==> config.mk <==
export PLATFORM = sky130hd
export DESIGN_NAME = load_store_sequencer
export DESIGN_NICKNAME = d
export VERILOG_FILES = /design/src/rtl/load_store_sequencer_pkg.sv /design/src/rtl/lds_lane_align.sv /design/src/rtl/load_store_sequencer.sv
export SDC_FILE = /design/constraint.sdc
export NUM_CORES = 1
export LEC_CHECK = 0
export CAP_MARGIN = 15
export CORE_ASPECT_RATIO = 1.1
export CORE_MARGIN = 4
export CORE_UTILIZATION = 40
export DETAILED_ROUTE_END_ITERATION = 7
export PLACE_DENSITY = 0.75
export SETUP_SLACK_MARGIN = 0.3
export SYNTH_ARGS = -nofsm -noshare
export SYNTH_HDL_FRONTEND = slang
export SYNTH_HIERARCHICAL = 1
export SYNTH_SLANG_ARGS = --single-unit
export TNS_END_PERCENT = 30
==> constraint.sdc <==
create_clock -name i_clk -period 4.4 [get_ports i_clk]
set_input_delay 0.88 -clock i_clk [delete_from_list [all_inputs] [get_ports i_clk]]
set_output_delay 0.88 -clock i_clk [all_outputs]
set_load 0.005 [all_outputs]
==> src/rtl/load_store_sequencer_pkg.sv <==
// Shared encodings for the load/store sequencer: FSM states, opcode and
// pointer-update modes.
package load_store_sequencer_pkg;

  typedef enum logic [1:0] {
    ST_IDLE   = 2'd0,
    ST_ADDR   = 2'd1,
    ST_ACCESS = 2'd2,
    ST_WRBACK = 2'd3
  } state_t;

  localparam logic OP_LD = 1'b0;
  localparam logic OP_ST = 1'b1;

  // INCF 00 and 11 both mean "no pointer update"
  localparam logic [1:0] INCF_POSTINC = 2'b01;
  localparam logic [1:0] INCF_PREDEC  = 2'b10;

  function automatic logic incf_updates_ptr(input logic [1:0] incf);
    return (incf == INCF_POSTINC) || (incf == INCF_PREDEC);
  endfunction

endpackage

==> src/rtl/lds_lane_align.sv <==
// Byte-lane steering between the core and a DATA_WIDTH-wide memory port:
// byte enables, store-byte replication and load-byte zero extension.
module lds_lane_align #(
  parameter int DATA_WIDTH = 16,
  parameter int LANE_BITS  = $clog2(DATA_WIDTH / 8)
) (
  input  logic                      i_byte,
  input  logic [LANE_BITS-1:0]      i_lane,
  input  logic [DATA_WIDTH-1:0]     i_store_data,
  input  logic [DATA_WIDTH-1:0]     i_mem_din,
  output logic [DATA_WIDTH/8-1:0]   o_be,
  output logic [DATA_WIDTH-1:0]     o_mem_dout,
  output logic [DATA_WIDTH-1:0]     o_load_data
);

  localparam int NB = DATA_WIDTH / 8;

  logic [7:0] w_lane_byte;

  assign w_lane_byte = i_mem_din[{i_lane, 3'b000} +: 8];

  always_comb begin
    o_be = '1;
    if (i_byte) begin
      o_be         = '0;
      o_be[i_lane] = 1'b1;
    end
  end

  // A byte store puts the byte on every lane; the enables pick the real one
  assign o_mem_dout  = i_byte ? {NB{i_store_data[7:0]}} : i_store_data;
  assign o_load_data = i_byte ? {{(DATA_WIDTH-8){1'b0}}, w_lane_byte} : i_mem_din;

endmodule

==> src/rtl/load_store_sequencer.sv <==
// Single-outstanding load/store sequencer: computes the effective address,
// runs one memory access with timeout, then writes back data and pointer.
module load_store_sequencer
  import load_store_sequencer_pkg::*;
#(
  parameter int DATA_WIDTH = 16,
  parameter int ADDR_WIDTH = 16,
  parameter int MAX_WAIT   = 7
) (
  input  logic                    i_clk,
  input  logic                    i_reset,
  input  logic                    i_start,
  input  logic                    i_op,
  input  logic [1:0]              i_incf,
  input  logic                    i_byte,
  input  logic [ADDR_WIDTH-1:0]   i_base,
  input  logic [5:0]              i_offset,
  input  logic                    i_off_sub,
  input  logic [DATA_WIDTH-1:0]   i_store_data,
  input  logic                    i_mem_rdy,
  input  logic [DATA_WIDTH-1:0]   i_mem_din,
  output logic [ADDR_WIDTH-1:0]   o_mem_addr,
  output logic [DATA_WIDTH-1:0]   o_mem_dout,
  output logic                    o_mem_rd,
  output logic                    o_mem_wr,
  output logic [DATA_WIDTH/8-1:0] o_mem_be,
  output logic [DATA_WIDTH-1:0]   o_load_data,
  output logic                    o_load_wen,
  output logic [ADDR_WIDTH-1:0]   o_ptr_data,
  output logic                    o_ptr_wen,
  output logic                    o_busy,
  output logic                    o_done,
  output logic                    o_timeout
);

  localparam int NB        = DATA_WIDTH / 8;
  localparam int LANE_BITS = $clog2(NB);
  localparam logic [ADDR_WIDTH-1:0] WORD_MASK = ~ADDR_WIDTH'(NB - 1);
  localparam logic [7:0] WAIT_LAST = 8'(MAX_WAIT - 1);

  state_t r_state, w_next;
  logic [7:0] r_wait;
  logic       r_timeout;
  logic       w_abort;

  logic                  r_op, r_byte, r_sub;
  logic [1:0]            r_incf;
  logic [ADDR_WIDTH-1:0] r_base, r_ea, r_ptr;
  logic [5:0]            r_offset;
  logic [DATA_WIDTH-1:0] r_store, r_load;

  logic [ADDR_WIDTH-1:0]   w_step, w_off, w_ea, w_mem_addr;
  logic [NB-1:0]           w_be;
  logic [DATA_WIDTH-1:0]   w_dout, w_lane_load;

  assign w_step = r_byte ? ADDR_WIDTH'(1) : ADDR_WIDTH'(NB);
  assign w_off  = ADDR_WIDTH'(r_offset);

  always_comb begin
    case (r_incf)
      INCF_POSTINC: w_ea = r_base;
      INCF_PREDEC:  w_ea = r_base - w_step;
      default:      w_ea = r_sub ? (r_base - w_off) : (r_base + w_off);
    endcase
  end

  assign w_mem_addr = r_byte ? r_ea : (r_ea & WORD_MASK);

  lds_lane_align #(
    .DATA_WIDTH (DATA_WIDTH),
    .LANE_BITS  (LANE_BITS)
  ) u_lane (
    .i_byte       (r_byte),
    .i_lane       (r_ea[LANE_BITS-1:0]),
    .i_store_data (r_store),
    .i_mem_din    (i_mem_din),
    .o_be         (w_be),
    .o_mem_dout   (w_dout),
    .o_load_data  (w_lane_load)
  );

  always_comb begin
    w_next     = r_state;
    w_abort    = 1'b0;
    o_mem_rd   = 1'b0;
    o_mem_wr   = 1'b0;
    o_busy     = (r_state != ST_IDLE);
    o_done     = 1'b0;
    o_timeout  = 1'b0;
    o_load_wen = 1'b0;
    o_ptr_wen  = 1'b0;
    unique case (r_state)
      ST_IDLE: begin
        if (i_start) w_next = ST_ADDR;
      end
      ST_ADDR: begin
        w_next = ST_ACCESS;
      end
      ST_ACCESS: begin
        o_mem_rd = (r_op == OP_LD);
        o_mem_wr = (r_op == OP_ST);
        if (i_mem_rdy) begin
          w_next = ST_WRBACK;
        end else if (r_wait == WAIT_LAST) begin
          w_next  = ST_WRBACK;
          w_abort = 1'b1;
        end
      end
      ST_WRBACK: begin
        o_done     = 1'b1;
        o_timeout  = r_timeout;
        o_load_wen = !r_timeout && (r_op == OP_LD);
        o_ptr_wen  = !r_timeout && incf_updates_ptr(r_incf);
        w_next     = ST_IDLE;
      end
      default: w_next = ST_IDLE;
    endcase
  end

  // Data outputs are gated by state so reset clears them without resetting data regs
  assign o_mem_addr  = (r_state == ST_ACCESS) ? w_mem_addr : '0;
  assign o_mem_be    = (r_state == ST_ACCESS) ? w_be       : '0;
  assign o_mem_dout  = (r_state == ST_ACCESS) ? w_dout     : '0;
  assign o_load_data = o_load_wen ? r_load : '0;
  assign o_ptr_data  = o_ptr_wen  ? r_ptr  : '0;

  always_ff @(posedge i_clk or posedge i_reset) begin
    if (i_reset) begin
      r_state   <= ST_IDLE;
      r_wait    <= '0;
      r_timeout <= 1'b0;
    end else begin
      r_state <= w_next;
      if (r_state == ST_ADDR) begin
        r_wait    <= '0;
        r_timeout <= 1'b0;
      end else if (r_state == ST_ACCESS && !i_mem_rdy) begin
        r_wait <= r_wait + 8'd1;
        if (w_abort) r_timeout <= 1'b1;
      end
    end
  end

  always_ff @(posedge i_clk) begin
    if (r_state == ST_IDLE && i_start) begin
      r_op     <= i_op;
      r_incf   <= i_incf;
      r_byte   <= i_byte;
      r_base   <= i_base;
      r_offset <= i_offset;
      r_sub    <= i_off_sub;
      r_store  <= i_store_data;
    end
    if (r_state == ST_ADDR) begin
      r_ea  <= w_ea;
      r_ptr <= (r_incf == INCF_POSTINC) ? (r_base + w_step) : w_ea;
    end
    if (r_state == ST_ACCESS && i_mem_rdy) begin
      r_load <= w_lane_load;
    end
  end

endmodule

Word level (Yosys, flattened, before mapping)

Index checks and enable logic that the tools add are counted.

Add/subtract/negate cells: 5
Order comparisons: 2
Equality and inequality tests: 8
Shift operators: 1
Multiplexer cells: 33
Bitwise operators: 1
Reduce and logical (&&, ||, !) cells: 15

Operators by type and width:

| operator                                                             | count |
|---|---|
| 16-bit two-way mux                                                   | 7 |
| 16-bit case mux with 2 select lines                                  | 1 |
| 8-bit two-way mux                                                    | 3 |
| 16-bit by 2-bit adder with 16-bit output                             | 1 |
| 16-bit by 6-bit adder with 16-bit output                             | 1 |
| 16-bit by 5-bit indexed part select with 8-bit output                | 1 |
| 16-bit by 2-bit subtractor with 16-bit output                        | 1 |
| 16-bit by 6-bit subtractor with 16-bit output                        | 1 |
| 1-bit two-way mux                                                    | 14 |
| 2-bit two-way mux                                                    | 6 |
| 8-bit by 1-bit adder with 8-bit output, second input constant        | 1 |
| 8-bit by 3-bit == test with 1-bit output, second input constant      | 1 |
| 2-bit case mux with 4 select lines                                   | 1 |
| 2-bit == test, second input constant                                 | 3 |
| 1-bit logical AND                                                    | 6 |
| 2-bit nonzero test                                                   | 3 |
| 2-bit by 1-bit == test with 1-bit output, second input constant      | 2 |
| 2-bit AND reduction                                                  | 2 |
| 3-bit inequality test, second input constant                         | 1 |
| 1-bit zero test                                                      | 2 |
| 2-bit zero test                                                      | 1 |
| 1-bit by 2-bit < comparator with 1-bit output, second input constant | 1 |
| 2-bit inequality test, second input constant                         | 1 |
| 1-bit demux with 1-bit select                                        | 1 |
| other kinds (3)                                                      | 3 |

Register bits: 102
Word-level logic and storage cells: 79

Longest topological paths before layout

Depth in word-level cells: 7
Depth in mapped cells: 14

Hierarchy

Netlist, hierarchy kept.

Modules (own cells, without submodules):

| module               | instances | cells an instance | area an instance (µm²) | sequential area each (µm²) |
|---|---|---|---|---|
| load_store_sequencer | 1         | 483               | 5485.3                 | 3007.9 |
| lds_lane_align       | 1         | 36                | 372.9                  | 0.0 |

Worst setup path after synthesis

No wires, ideal clock.

Path type: flip-flop to flip-flop
From: reg r_offset[2]
To: reg r_ptr[14], data pin
Arrival: 2760 ps
Setup slack: 1363 ps
Stages on the path, launching flop included: 13
Buffers on the path: 0
Period minus slack after synthesis: 3037 ps
Cell sequence: edfxtp_1 > or3_4 > nor3_1 > ha_1 > mux2i_1 > or2_2 > ha_1 > nand3_1 > o211ai_1 > a31o_2 > a31oi_1 > nor4_1 > a211oi_1

Cells in the longest elaborated chain, start to end: 4
Elaborated cells on any way between the ends: 5

Ends and longest elaborated chain:

| what                                                                                                      | RTL line                    | source |
|---|---|---|
| from (decl)                                                                                               | load_store_sequencer.sv:49  | `logic [5:0] r_offset;` |
| from (signal assigned)                                                                                    | load_store_sequencer.sv:150 | `r_offset <= i_offset;` |
| 16-bit by 6-bit adder with 16-bit output or 16-bit by 6-bit subtractor with 16-bit output (tied branches) | load_store_sequencer.sv:63  | `default: w_ea = r_sub ? (r_base - w_off) : (r_base + w_off);` |
| 16-bit two-way mux (*)                                                                                    | load_store_sequencer.sv:63  |  |
| 16-bit case mux with 2 select lines (*)                                                                   | load_store_sequencer.sv:60  | `case (r_incf)` |
| 16-bit two-way mux (*)                                                                                    | load_store_sequencer.sv:156 | `r_ptr <= (r_incf == INCF_POSTINC) ? (r_base + w_step) : w_ea;` |
| to (signal assigned)                                                                                      | load_store_sequencer.sv:156 |  |
| to (decl)                                                                                                 | load_store_sequencer.sv:48  | `logic [ADDR_WIDTH-1:0] r_base, r_ea, r_ptr;` |

Mark *: on every way between the ends. The rest lies on a longest branch, timed or not.
A chain may end at the register's enable or synchronous reset.

Worst setup path in the final report

From: reg r_incf[0]
To: out o_ptr_data[10]

Cells in the longest elaborated chain, start to end: 5
Elaborated cells on any way between the ends: 6

Ends and longest elaborated chain:

| what                                                                      | RTL line                       | source |
|---|---|---|
| from (decl)                                                               | load_store_sequencer.sv:47     | `logic [1:0] r_incf;` |
| from (signal assigned)                                                    | load_store_sequencer.sv:147    | `r_incf <= i_incf;` |
| 2-bit by 1-bit == test with 1-bit output or 2-bit == test (tied branches) | load_store_sequencer_pkg.sv:20 | `return (incf == INCF_POSTINC) \|\| (incf == INCF_PREDEC);` |
| 1-bit logical OR (*)                                                      | load_store_sequencer_pkg.sv:20 |  |
| 1-bit logical AND (*)                                                     | load_store_sequencer.sv:113    | `o_ptr_wen = !r_timeout && incf_updates_ptr(r_incf);` |
| 1-bit two-way mux (*)                                                     | load_store_sequencer.sv:92     | `unique case (r_state)` |
| 16-bit two-way mux (*)                                                    | load_store_sequencer.sv:125    | `assign o_ptr_data = o_ptr_wen ? r_ptr : '0;` |
| to (decl)                                                                 | load_store_sequencer.sv:29     | `output logic [ADDR_WIDTH-1:0] o_ptr_data,` |

Marked as above.

==> impl_metrics.ini <==
[synthesis]
synth_nets = 613
synthSimpleGateAreaFrac_pct = 18.2
ys_seq_elements = 102
ys.flop_type = edfxtp_1
synthAdderAreaFrac_pct = 6.88
yosysMostFrequentCell = edfxtp_1
synth_area_per_cell_um2 = 11.3
ys_async_sr_fraction_pct = 10.8
synth-compound-area-share_pct = 10.2
synth_top_area_cell = edfxtp_1
synth_top_family_by_area = simple AND/OR/NAND/NOR gates
muxShareOfSynthArea_pct = 4.68
synthTopCellsByCount = edfxtp_1, and2_1, nand2_1
synthTopCellsByArea = edfxtp_1, and2_1, ha_1, dfrtp_1, xnor2_1
ys_types = 52
syn-cell-area_um2 = 5860
synth-edff-count = 91
ys.warnings.count = 6
synthXorXnorAreaFrac_pct = 4.63
yosysSeqAreaShare_pct = 51.3
synth.top_cell.area_share_pct = 46.6
synthCells = 519

[global_routing]
grt_pass1_vias = 4226
grt_overflow = 0
antenna_found_initial = 0
grt_use_total_pct = 16.2
grt_pass1_wl_um = 21200
grt_max_degree = 48

[setup_path]
required_ps = 3520
path_cells = inv_1 > ha_1 > nor2_1 > and2_1 > clkdlybuf4s50_1
start_kind = register
critPathCaptureType = output port
crit_path_top_delay_cell = nor2_1
crit_type = reg -> out
crit_path_max_fanout = 17
cp_data_arrival_time_ps = 2560
crit_path_max_incr_delay_ps = 700

[floorplan]
die_w_um = 123
initial_core_util_pct = 40.7
core_area_um2 = 14400
row_count = 46
die_h_um = 135
dieArea_um2 = 16600
ios = 136

[cts]
cts.path.max_buffers = 2
numClockSinks = 102
ctsHtreeMaxLevel = 3
clkTransAtPathRegs_ps = 70
numCtsBuffers = 9
postCtsHoldBufs = 0
cts-resized-gates = 0
clk_latency_ps = 350
cts_tree = built
root_buffer = clkbuf_16
cts_setup_buffers = 0

[drt]
dr.pass1.iters = 5
met1_length_um = 5520
wl_per_cell_um = 16.1
wl_met2_um = 6530
top_layer = met4
via_count = 4187
finalWirelength_um = 13400
drc = 0
ant_nets = 0
wl_met3_um = 1130
vias_per_cell = 5.01
drt_iter0_drc = 298

[timing]
finalSetupTns_ps = 0
min_period_ps = 3440
fin_skew_ps = 9.43
setup_violations = 0
rsz0062_at_grt = false
hold_viol_final = 0
tightest_slew_ps = 1060
slew_headroom_pct = 29.4
finalMaxSlewViolations = 0
fin_crit_sh_pct = 78.2
clock.fmax_ghz = 0.290

[finish]
antenna_cells = 0
stdcell_count = 836
drive_gt1_share_pct = 6.52
area_growth_pct = 29.9
fin_nets = 733
stdcell_area_um2 = 7610

[power]
seq_power_share_pct = 38.7
power_density_nw_per_um2 = 530
max-vdd-ir-drop_uv = 212
combinationalPowerShare_pct = 42.0
p_switching_mw = 1.32
clkPwrFrac_pct = 19.2
p_int_mw = 2.72
p_sw_share_pct = 32.6
p_leak_nw = 2.91

[status]
status = finished clean

[place]
dp_hpwl_um = 10300
gp_congestion = 0.897
io_buffers = 135
placed_cell_area_um2 = 7320
placedCellCount = 820

[job]
max_cap_violations = 0

[worst_hold_path]
hold_path_class = reg -> reg
## sequential cells by signal, summed over array words and instances (netlist names)
| name | count |
|---|---|
| r_ea | 16 |
| r_state | 2 |
| r_base | 16 |
| r_op | 1 |
| r_incf | 2 |
| r_offset | 6 |
| r_sub | 1 |
| r_load | 16 |
| r_byte | 1 |
| r_timeout | 1 |
| r_ptr | 16 |
| r_wait | 8 |
| r_store | 16 |
## through the flow
step / setup WS (ps) / utilization [%] / hold WS (ps) / power, mW
after floorplan: 1360 / - / 467 / 2.61
after global placement: 1190 / 50.9 / 506 / 3.25
after detailed placement: 1070 / 50.9 / 523 / 3.29
after CTS: 890 / 52.9 / 538 / 4.07
after global routing: 707 / 52.9 / 574 / 4.31
final: 957 / 52.9 / 533 / 4.03
## per-layer routing
metal  global-route usage, %  vias up
li1                        -     2078
met1                    19.1     1957
met2                    28.1      135
met3                    5.28       17
met4                    5.05        0
met5                       0        -
## power by group through the flow
stage / clock network (mW) / registers [mW] / logic [mW]
2_1_floorplan: 0 / 1.54 / 1.07
3_3_place_gp: 0 / 1.57 / 1.68
3_5_place_dp: 0 / 1.59 / 1.71
4_1_cts: 0.788 / 1.57 / 1.71
5_1_grt: 0.829 / 1.59 / 1.89
6_report: 0.776 / 1.56 / 1.70
## area by class of cell
cell class,count,area [um^2]
tap,192,240
timing repair buffer,139,1380
inverter,21,78.8
fill,1225,6780
sequential,102,3010
clock inverter,4,48.8
clock buffer,12,236
multi-input combinational,366,2620
## kinds of logic after synthesis
logic type               count (synthesis)
flip-flops                             102
buffers and inverters                   51
XOR/XNOR                                31
AND/OR/NAND/NOR                        191
adder cells (fa/ha/maj)                 31
multiplexers                            22
AO/OA/AOI/OAI                           91
## worst max-delay path: cells and delay by family (launching register included)
family,cells,cell delay [ps]
adders and majority gates,1,240
and+or+nand+nor,2,940
buffers and inverters,2,620
DFF,1,420
## layout by cell type (no fill, tap or decap), types with 3 or more instances in the layout
master / instances
o211ai_1: 5
nand2b_1: 7
mux2_2: 7
a31oi_1: 3
dfrtp_1: 11
nor2_1: 29
mux2_4: 9
and2_1: 69
nand4_1: 5
a21o_1: 19
nor2b_1: 11
a21oi_1: 23
clkbuf_16: 9
a21boi_0: 3
nand2_1: 30
nor3_1: 5
and3_1: 5
xor2_1: 12
edfxtp_1: 91
ha_1: 29
a211oi_1: 4
or3_1: 4
xnor2_1: 19
buf_4: 4
o21ai_0: 21
clkbuf_1: 3
nand3_1: 11
and4_1: 3
clkdlybuf4s50_1: 135
inv_1: 20
mux2i_1: 6
## worst paths after layout
check	from	to	depth (start not counted)	slack, ps
min	r_timeout$_DFFE_PP0P_	r_timeout$_DFFE_PP0P_	2	530
min in group asynchronous	i_reset	r_wait[1]$_DFFE_PP0P_	2	840
max	r_incf[0]$_DFFE_PP_	o_ptr_data[10]	5	960
max in group asynchronous	i_reset	r_wait[6]$_DFFE_PP0P_	2	3250
max reg2reg	r_offset[0]$_DFFE_PP_	r_ea[10]$_DFFE_PP_	11	1070
min reg2reg	r_timeout$_DFFE_PP0P_	r_timeout$_DFFE_PP0P_	2	530
Power figures use the tool's default switching activity.
